File: src/rtl/traffic_pkg.sv
// Shared definitions for the crossroads phase controller: state codes,
// lamp bit positions and BCD helpers used by the countdown.
package traffic_pkg;

    // FSM state encoding; codes 5..7 are illegal and recover to NS_G
    localparam logic [2:0] ST_NS_G  = 3'd0;
    localparam logic [2:0] ST_NS_Y  = 3'd1;
    localparam logic [2:0] ST_EW_G  = 3'd2;
    localparam logic [2:0] ST_EW_Y  = 3'd3;
    localparam logic [2:0] ST_NIGHT = 3'd4;

    // Lamp bit positions inside a {red,yellow,green} light vector
    localparam int RED = 2;
    localparam int YEL = 1;
    localparam int GRN = 0;

    localparam logic [2:0] LAMP_R   = 3'b100;
    localparam logic [2:0] LAMP_Y   = 3'b010;
    localparam logic [2:0] LAMP_G   = 3'b001;
    localparam logic [2:0] LAMP_OFF = 3'b000;

    // Two-digit BCD countdown value
    typedef struct packed {
        logic [3:0] ten;
        logic [3:0] one;
    } bcd_t;

    localparam bcd_t BCD_ZERO = 8'h00;
    localparam bcd_t BCD_LAST = 8'h01;

    function automatic logic [3:0] bcd_ten(input int d);
        return 4'(d / 10);
    endfunction

    function automatic logic [3:0] bcd_one(input int d);
        return 4'(d % 10);
    endfunction

    function automatic bcd_t to_bcd(input int d);
        bcd_t r;
        r.ten = bcd_ten(d);
        r.one = bcd_one(d);
        return r;
    endfunction

    // One-step BCD decrement; callers never pass 00
    function automatic bcd_t bcd_dec(input bcd_t v);
        bcd_t r;
        if (v.one == 4'd0) begin
            r.one = 4'd9;
            r.ten = 4'(v.ten - 4'd1);
        end else begin
            r.one = 4'(v.one - 4'd1);
            r.ten = v.ten;
        end
        return r;
    endfunction

    // Night light pattern: only the yellow lamp, following the flash bit
    function automatic logic [2:0] night_lamp(input logic flash);
        logic [2:0] r;
        r      = LAMP_OFF;
        r[YEL] = flash;
        return r;
    endfunction

endpackage

File: src/rtl/traffic_phase_cnt_tick_gen.sv
// Free-running modulo-TICK_DIV divider producing a one-cycle strobe on its
// last count. clr forces the count to 0 and suppresses the strobe; en=0
// holds the count.
module tick_gen #(
    parameter int TICK_DIV = 50_000_000
) (
    input  logic clk,
    input  logic rst,
    input  logic en,
    input  logic clr,
    output logic tick
);

    localparam int DW = (TICK_DIV > 1) ? $clog2(TICK_DIV) : 1;
    localparam logic [DW-1:0] LAST = DW'(TICK_DIV - 1);

    logic [DW-1:0] div;
    logic          at_last;

    assign at_last = (div == LAST);

    // Divider count: clear beats enable, wrap on the last count
    always_ff @(posedge clk) begin
        if (rst || clr) begin
            div <= '0;
        end else if (en) begin
            div <= at_last ? '0 : DW'(div + 1'b1);
        end
    end

    assign tick = at_last & en & ~clr;

endmodule

File: src/rtl/traffic_phase_cnt.sv
// Crossroads traffic-light phase controller. Steps NS/EW lights through
// green/yellow/red with a two-digit BCD countdown of the current phase,
// and falls into a flashing-yellow night mode with the display blanked.
module traffic_phase_cnt
    import traffic_pkg::*;
#(
    parameter int TICK_DIV = 50_000_000,
    parameter int GREEN_T  = 25,
    parameter int YELLOW_T = 5
) (
    input  logic       clk,
    input  logic       rst,
    input  logic       pause,
    input  logic       night,
    output logic [2:0] ns_light,
    output logic [2:0] ew_light,
    output logic [3:0] cnt_ten,
    output logic [3:0] cnt_one,
    output logic       blank,
    output logic       tick
);

    // Phase durations as BCD digit pairs
    localparam logic [3:0] GREEN_TEN  = bcd_ten(GREEN_T);
    localparam logic [3:0] GREEN_ONE  = bcd_one(GREEN_T);
    localparam logic [3:0] YELLOW_TEN = bcd_ten(YELLOW_T);
    localparam logic [3:0] YELLOW_ONE = bcd_one(YELLOW_T);
    localparam bcd_t GREEN_BCD  = {GREEN_TEN, GREEN_ONE};
    localparam bcd_t YELLOW_BCD = {YELLOW_TEN, YELLOW_ONE};

    logic [2:0] state, state_nxt;
    bcd_t       cnt, cnt_nxt;
    logic       flash, flash_nxt;
    logic       blank_nxt;
    logic [2:0] ns_nxt, ew_nxt;
    logic       in_night;
    logic       sec_en, sec_clr;
    logic       flash_en, flash_clr, flash_tick;

    assign in_night = (state == ST_NIGHT);

    // 1 s strobe: held by pause, cleared while night is requested and on
    // the cycle leaving NIGHT so a fresh green always starts at div=0.
    assign sec_en  = ~pause;
    assign sec_clr = night | in_night;

    tick_gen #(.TICK_DIV(TICK_DIV)) u_sec (
        .clk  (clk),
        .rst  (rst),
        .en   (sec_en),
        .clr  (sec_clr),
        .tick (tick)
    );

    // Night flash uses its own divider, running only inside NIGHT and
    // deliberately ignoring pause.
    assign flash_en  = in_night;
    assign flash_clr = ~in_night;

    tick_gen #(.TICK_DIV(TICK_DIV)) u_flash (
        .clk  (clk),
        .rst  (rst),
        .en   (flash_en),
        .clr  (flash_clr),
        .tick (flash_tick)
    );

    // Next-state, countdown and flash logic; night overrides everything
    // except reset, and pause acts only through the missing tick.
    always_comb begin
        state_nxt = state;
        cnt_nxt   = cnt;
        flash_nxt = flash;
        blank_nxt = blank;
        if (night) begin
            state_nxt = ST_NIGHT;
            cnt_nxt   = BCD_ZERO;
            blank_nxt = 1'b1;
            // Entry always shows the yellows lit first
            flash_nxt = in_night ? (flash ^ flash_tick) : 1'b1;
        end else begin
            flash_nxt = 1'b0;
            blank_nxt = 1'b0;
            case (state)
                ST_NS_G: begin
                    if (tick) begin
                        if (cnt == BCD_LAST) begin
                            state_nxt = ST_NS_Y;
                            cnt_nxt   = YELLOW_BCD;
                        end else begin
                            cnt_nxt = bcd_dec(cnt);
                        end
                    end
                end
                ST_NS_Y: begin
                    if (tick) begin
                        if (cnt == BCD_LAST) begin
                            state_nxt = ST_EW_G;
                            cnt_nxt   = GREEN_BCD;
                        end else begin
                            cnt_nxt = bcd_dec(cnt);
                        end
                    end
                end
                ST_EW_G: begin
                    if (tick) begin
                        if (cnt == BCD_LAST) begin
                            state_nxt = ST_EW_Y;
                            cnt_nxt   = YELLOW_BCD;
                        end else begin
                            cnt_nxt = bcd_dec(cnt);
                        end
                    end
                end
                ST_EW_Y: begin
                    if (tick) begin
                        if (cnt == BCD_LAST) begin
                            state_nxt = ST_NS_G;
                            cnt_nxt   = GREEN_BCD;
                        end else begin
                            cnt_nxt = bcd_dec(cnt);
                        end
                    end
                end
                default: begin
                    // Leaving NIGHT, or recovering from an illegal code
                    state_nxt = ST_NS_G;
                    cnt_nxt   = GREEN_BCD;
                end
            endcase
        end
    end

    // Light pattern decoded from the next state so lamps move with it
    always_comb begin
        ns_nxt = LAMP_G;
        ew_nxt = LAMP_R;
        case (state_nxt)
            ST_NS_G: begin
                ns_nxt = LAMP_G;
                ew_nxt = LAMP_R;
            end
            ST_NS_Y: begin
                ns_nxt = LAMP_Y;
                ew_nxt = LAMP_R;
            end
            ST_EW_G: begin
                ns_nxt = LAMP_R;
                ew_nxt = LAMP_G;
            end
            ST_EW_Y: begin
                ns_nxt = LAMP_R;
                ew_nxt = LAMP_Y;
            end
            ST_NIGHT: begin
                ns_nxt = night_lamp(flash_nxt);
                ew_nxt = night_lamp(flash_nxt);
            end
            default: begin
                ns_nxt = LAMP_G;
                ew_nxt = LAMP_R;
            end
        endcase
    end

    // Output and state registers with synchronous reset to NS_G
    always_ff @(posedge clk) begin
        if (rst) begin
            state    <= ST_NS_G;
            cnt      <= GREEN_BCD;
            flash    <= 1'b0;
            blank    <= 1'b0;
            ns_light <= LAMP_G;
            ew_light <= LAMP_R;
        end else begin
            state    <= state_nxt;
            cnt      <= cnt_nxt;
            flash    <= flash_nxt;
            blank    <= blank_nxt;
            ns_light <= ns_nxt;
            ew_light <= ew_nxt;
        end
    end

    assign cnt_ten = cnt.ten;
    assign cnt_one = cnt.one;

endmodule

File: config.mk
export PLATFORM = sky130hd
export DESIGN_NAME = traffic_phase_cnt
export DESIGN_NICKNAME = d
export VERILOG_FILES = /design/src/rtl/traffic_pkg.sv /design/src/rtl/traffic_phase_cnt_tick_gen.sv /design/src/rtl/traffic_phase_cnt.sv
export SDC_FILE = /design/constraint.sdc
export NUM_CORES = 1
export LEC_CHECK = 0
export ABC_AREA = 1
export CORE_ASPECT_RATIO = 1.1
export CORE_UTILIZATION = 60
export CTS_CLUSTER_DIAMETER = 50
export DETAILED_ROUTE_END_ITERATION = 12
export GPL_TIMING_DRIVEN = 0
export PLACE_DENSITY_LB_ADDON = 0.1
export SLEW_MARGIN = 5
export SYNTH_ARGS = -nofsm -noshare
export SYNTH_HDL_FRONTEND = slang
export SYNTH_SLANG_ARGS = --single-unit
File: constraint.sdc
create_clock -name clk -period 1.85 [get_ports clk]
set_clock_uncertainty 0.05 [all_clocks]
set_input_delay 0.37 -clock clk [delete_from_list [all_inputs] [get_ports clk]]
set_output_delay 0.37 -clock clk [all_outputs]
set_load 0.02 [all_outputs]
==> reports/metrics.yaml <==
place:
  dp.final_hpwl_um: 6480
  gp_congestion: 0.904
  dp.cells: 658
  placed_area_mm2: 0.00407
  dpl_worst_slack_ns: -0.795
  portBuffers: 19
clocking:
  cts_tree: "yes"
  path_clk_slew_ns: 0.07
  clk_latency_ns: 0.36
  cts.htree.levels: 3
  clock-sinks: 71
  cts-root-buf: "clkbuf_8"
  cts_buffers: 9
  postCtsHoldBufs: 0
  clockBufferDepth: 2
synth:
  ys_seq_area_frac: 0.376
  synth_edf_count: 0
  async_reset_ff_frac: 0
  synth_area_mm2: 0.00378
  synth.area.mux_share: 0
  syn_inst: 562
  synth_top_area_cell: "dfxtp_1"
  synth-xor-area-share: 0.0208
  synth_compound_area_frac: 0.0939
  ys_types: 34
  synth_simple_gate_area_frac: 0.402
  synth_ff_type: "dfxtp_1"
  synth_top_area_share: 0.376
  synth_common_cells: "113 x nand2_1, 90 x nor2_1, 85 x inv_1"
  synth_nets: 570
  synth_top_family_by_area: "simple AND/OR/NAND/NOR gates"
  synth_seq_cells: 71
  synthAdderAreaFrac: 0.0132
  postSynthAreaPerCell_um2: 6.73
  yosysMostFrequentCell: "nand2_1"
  yosys-top-cells-area: "dfxtp_1 38%, nand2_1 11%, nor2_1 8.9%"
  ys_warn_count: 0
final_layout:
  fin_cells: 691
  syn2layout_area_growth_pct: 19.7
  diodes: 0
  nets: 617
  drive_gt1_frac: 0.194
  final_area_mm2: 0.00453
die:
  initial_core_util: 0.640
  ios: 20
  num_rows: 29
  fp.dieArea_mm2: 0.00663
  core-area_mm2: 0.00591
  die_w_um: 77.7
  fp.dieH_um: 85.3
worst_setup_path:
  slowest_delay_ns: 0.35
  path_cells: "ha_4 -> inv_2 -> nor2_4 -> nand3_2 -> inv_2 -> nand3_2 -> inv_2 -> buf_6"
  path_class: "register to output port"
  crit_path_end_kind: "output port"
  cp.required_ns: 1.43
  cp_slowest_cell: "dfxtp_2"
  start_kind: "register"
  worstPathMaxFanout: 2
  startpoint: "u_sec.div[0]"
  cp_common_cell: "inv_2"
  cp.arrival_ns: 1.45
  r2r_start: "u_sec.div[0]"
detailed_routing:
  vias_per_cell: 5.51
  routedWlPerCell_um: 13.2
  drt_iter0_markers: 174
  drt_first_pass_iters: 5
  via_count: 3804
  wl_um: 9120
  drc_errors: 0
  ant_nets: 0
timing:
  fin_crit_sh: 1.01
  tns_ns: -0.0203
  period_minus_slack_ns: 1.87
  setup_violations: 1
  max_slew_margin: 0.671
  tightestPinTransition_ns: 0.489
  finalMaxSlewViolations: 0
  max_freq_mhz: 535
  rsz0062_at_grt: "true"
  hold_viol_final: 0
  timing.final.ws_setup_ns: -0.0203
power:
  power_density_mw_per_mm2: 639
  pwr-share-clk: 0.389
  leakagePower_nw: 1.77
  combPwrFrac: 0.072
  vdd_drop_max_mv: 0.593
  p_sw_uw: 754
  seq_power_share: 0.539
  p_int_mw: 2.14
  finalPower_mw: 2.89
  swShare: 0.261
grt:
  gr-total-overflow: 0
  grt_use_total: 0.282
  antenna_found_initial: 0
  grt_pass1_vias: 3551
  grt_pass1_wl_um: 14900
  grt_start_max_net_pins: 13
status:
  violations: "setup timing"
  status: "finished with violations"
worst_hold_path:
  min-delay-start: "u_sec.div[12]"
  hold_class: "register to register"
job:
  maxCapViolCount: 0
## placed cells by master, fill, tap and decap left out, types with 12 or more instances in the layout
cell type	synthesis	final
dfxtp_1	71	58
dfxtp_2	0	12
inv_2	4	13
nor3_1	16	14
a21oi_1	32	32
buf_4	1	18
nand3_1	35	32
nor2_2	9	14
nand4_1	20	20
clkdlybuf4s50_1	0	17
nand2_1	113	109
inv_1	85	76
nor2_1	90	81
o21ai_0	14	14
nand2_2	13	15
## registers in the layout (all words and copies together) (netlist names)
name and count:
blank 1, cnt_one 4, cnt_ten 4, ew_light 3
flash 1, ns_light 3, state 3, u_flash.div 26
u_sec.div 26
## repair_timing
item	CTS	global route
endpoints found under the setup margin	20	38
endpoints found under the hold margin	0	0
pin swaps	3	8
resized for setup	26	36
setup buffers	8	9
## critical path: cells and delay by family (launching register included)
kind / cells / cell delay, ns
DFF: 1 / 0.35
buffers and inverters: 4 / 0.29
adders and majority gates: 1 / 0.14
and+or+nand+nor: 3 / 0.32
## power groups by stage
stage | registers, mW | logic [mW] | clock network, mW
2_1_floorplan | 1.61 | 0.105 | 0
3_3_place_gp | 1.59 | 0.181 | 0
3_5_place_dp | 1.59 | 0.186 | 0
4_1_cts | 1.56 | 0.196 | 1.12
5_1_grt | 1.56 | 0.229 | 1.20
6_report | 1.56 | 0.207 | 1.13
## layout make-up
cell class / count / area (µm²)
fill: 458 / 1390
tap: 77 / 96.3
multi-input combinational: 398 / 2140
clock buffer: 10 / 138
buffer: 1 / 7.51
sequential: 71 / 1440
inverter: 92 / 348
timing repair buffer: 36 / 318
clock inverter: 6 / 36.3
## path summary, 6_finish.rpt
check	to	slack (ns)	cells after the start
max	tick	-0.02	8
min	u_sec.div[12]	0.41	1
max reg2reg	ew_light[1]	0.14	11
min reg2reg	u_sec.div[12]	0.41	1
## cells by family after synthesis
kind of cell               Yosys count
AOI/OAI and AO/OA                   63
DFF                                 71
xor gates and xnor gates             9
adders and majority gates            4
buffers and inverters               93
and+or+nand+nor                    322
## per-layer routing
layer  wire length [µm]  global-route usage
met5                  0                   0
met2               4700               0.504
met1               3940               0.320
met4                163               0.137
met3                315              0.0527
## through the flow
step / util / hold WS (ns)
5_1_grt: 0.765 / 0.423
3_3_place_gp: 0.688 / 0.399
6_report: 0.765 / 0.409
3_5_place_dp: 0.688 / 0.406
2_1_floorplan: - / 0.380
4_1_cts: 0.736 / 0.393
Note: power is estimated with default switching activity, not from simulation.
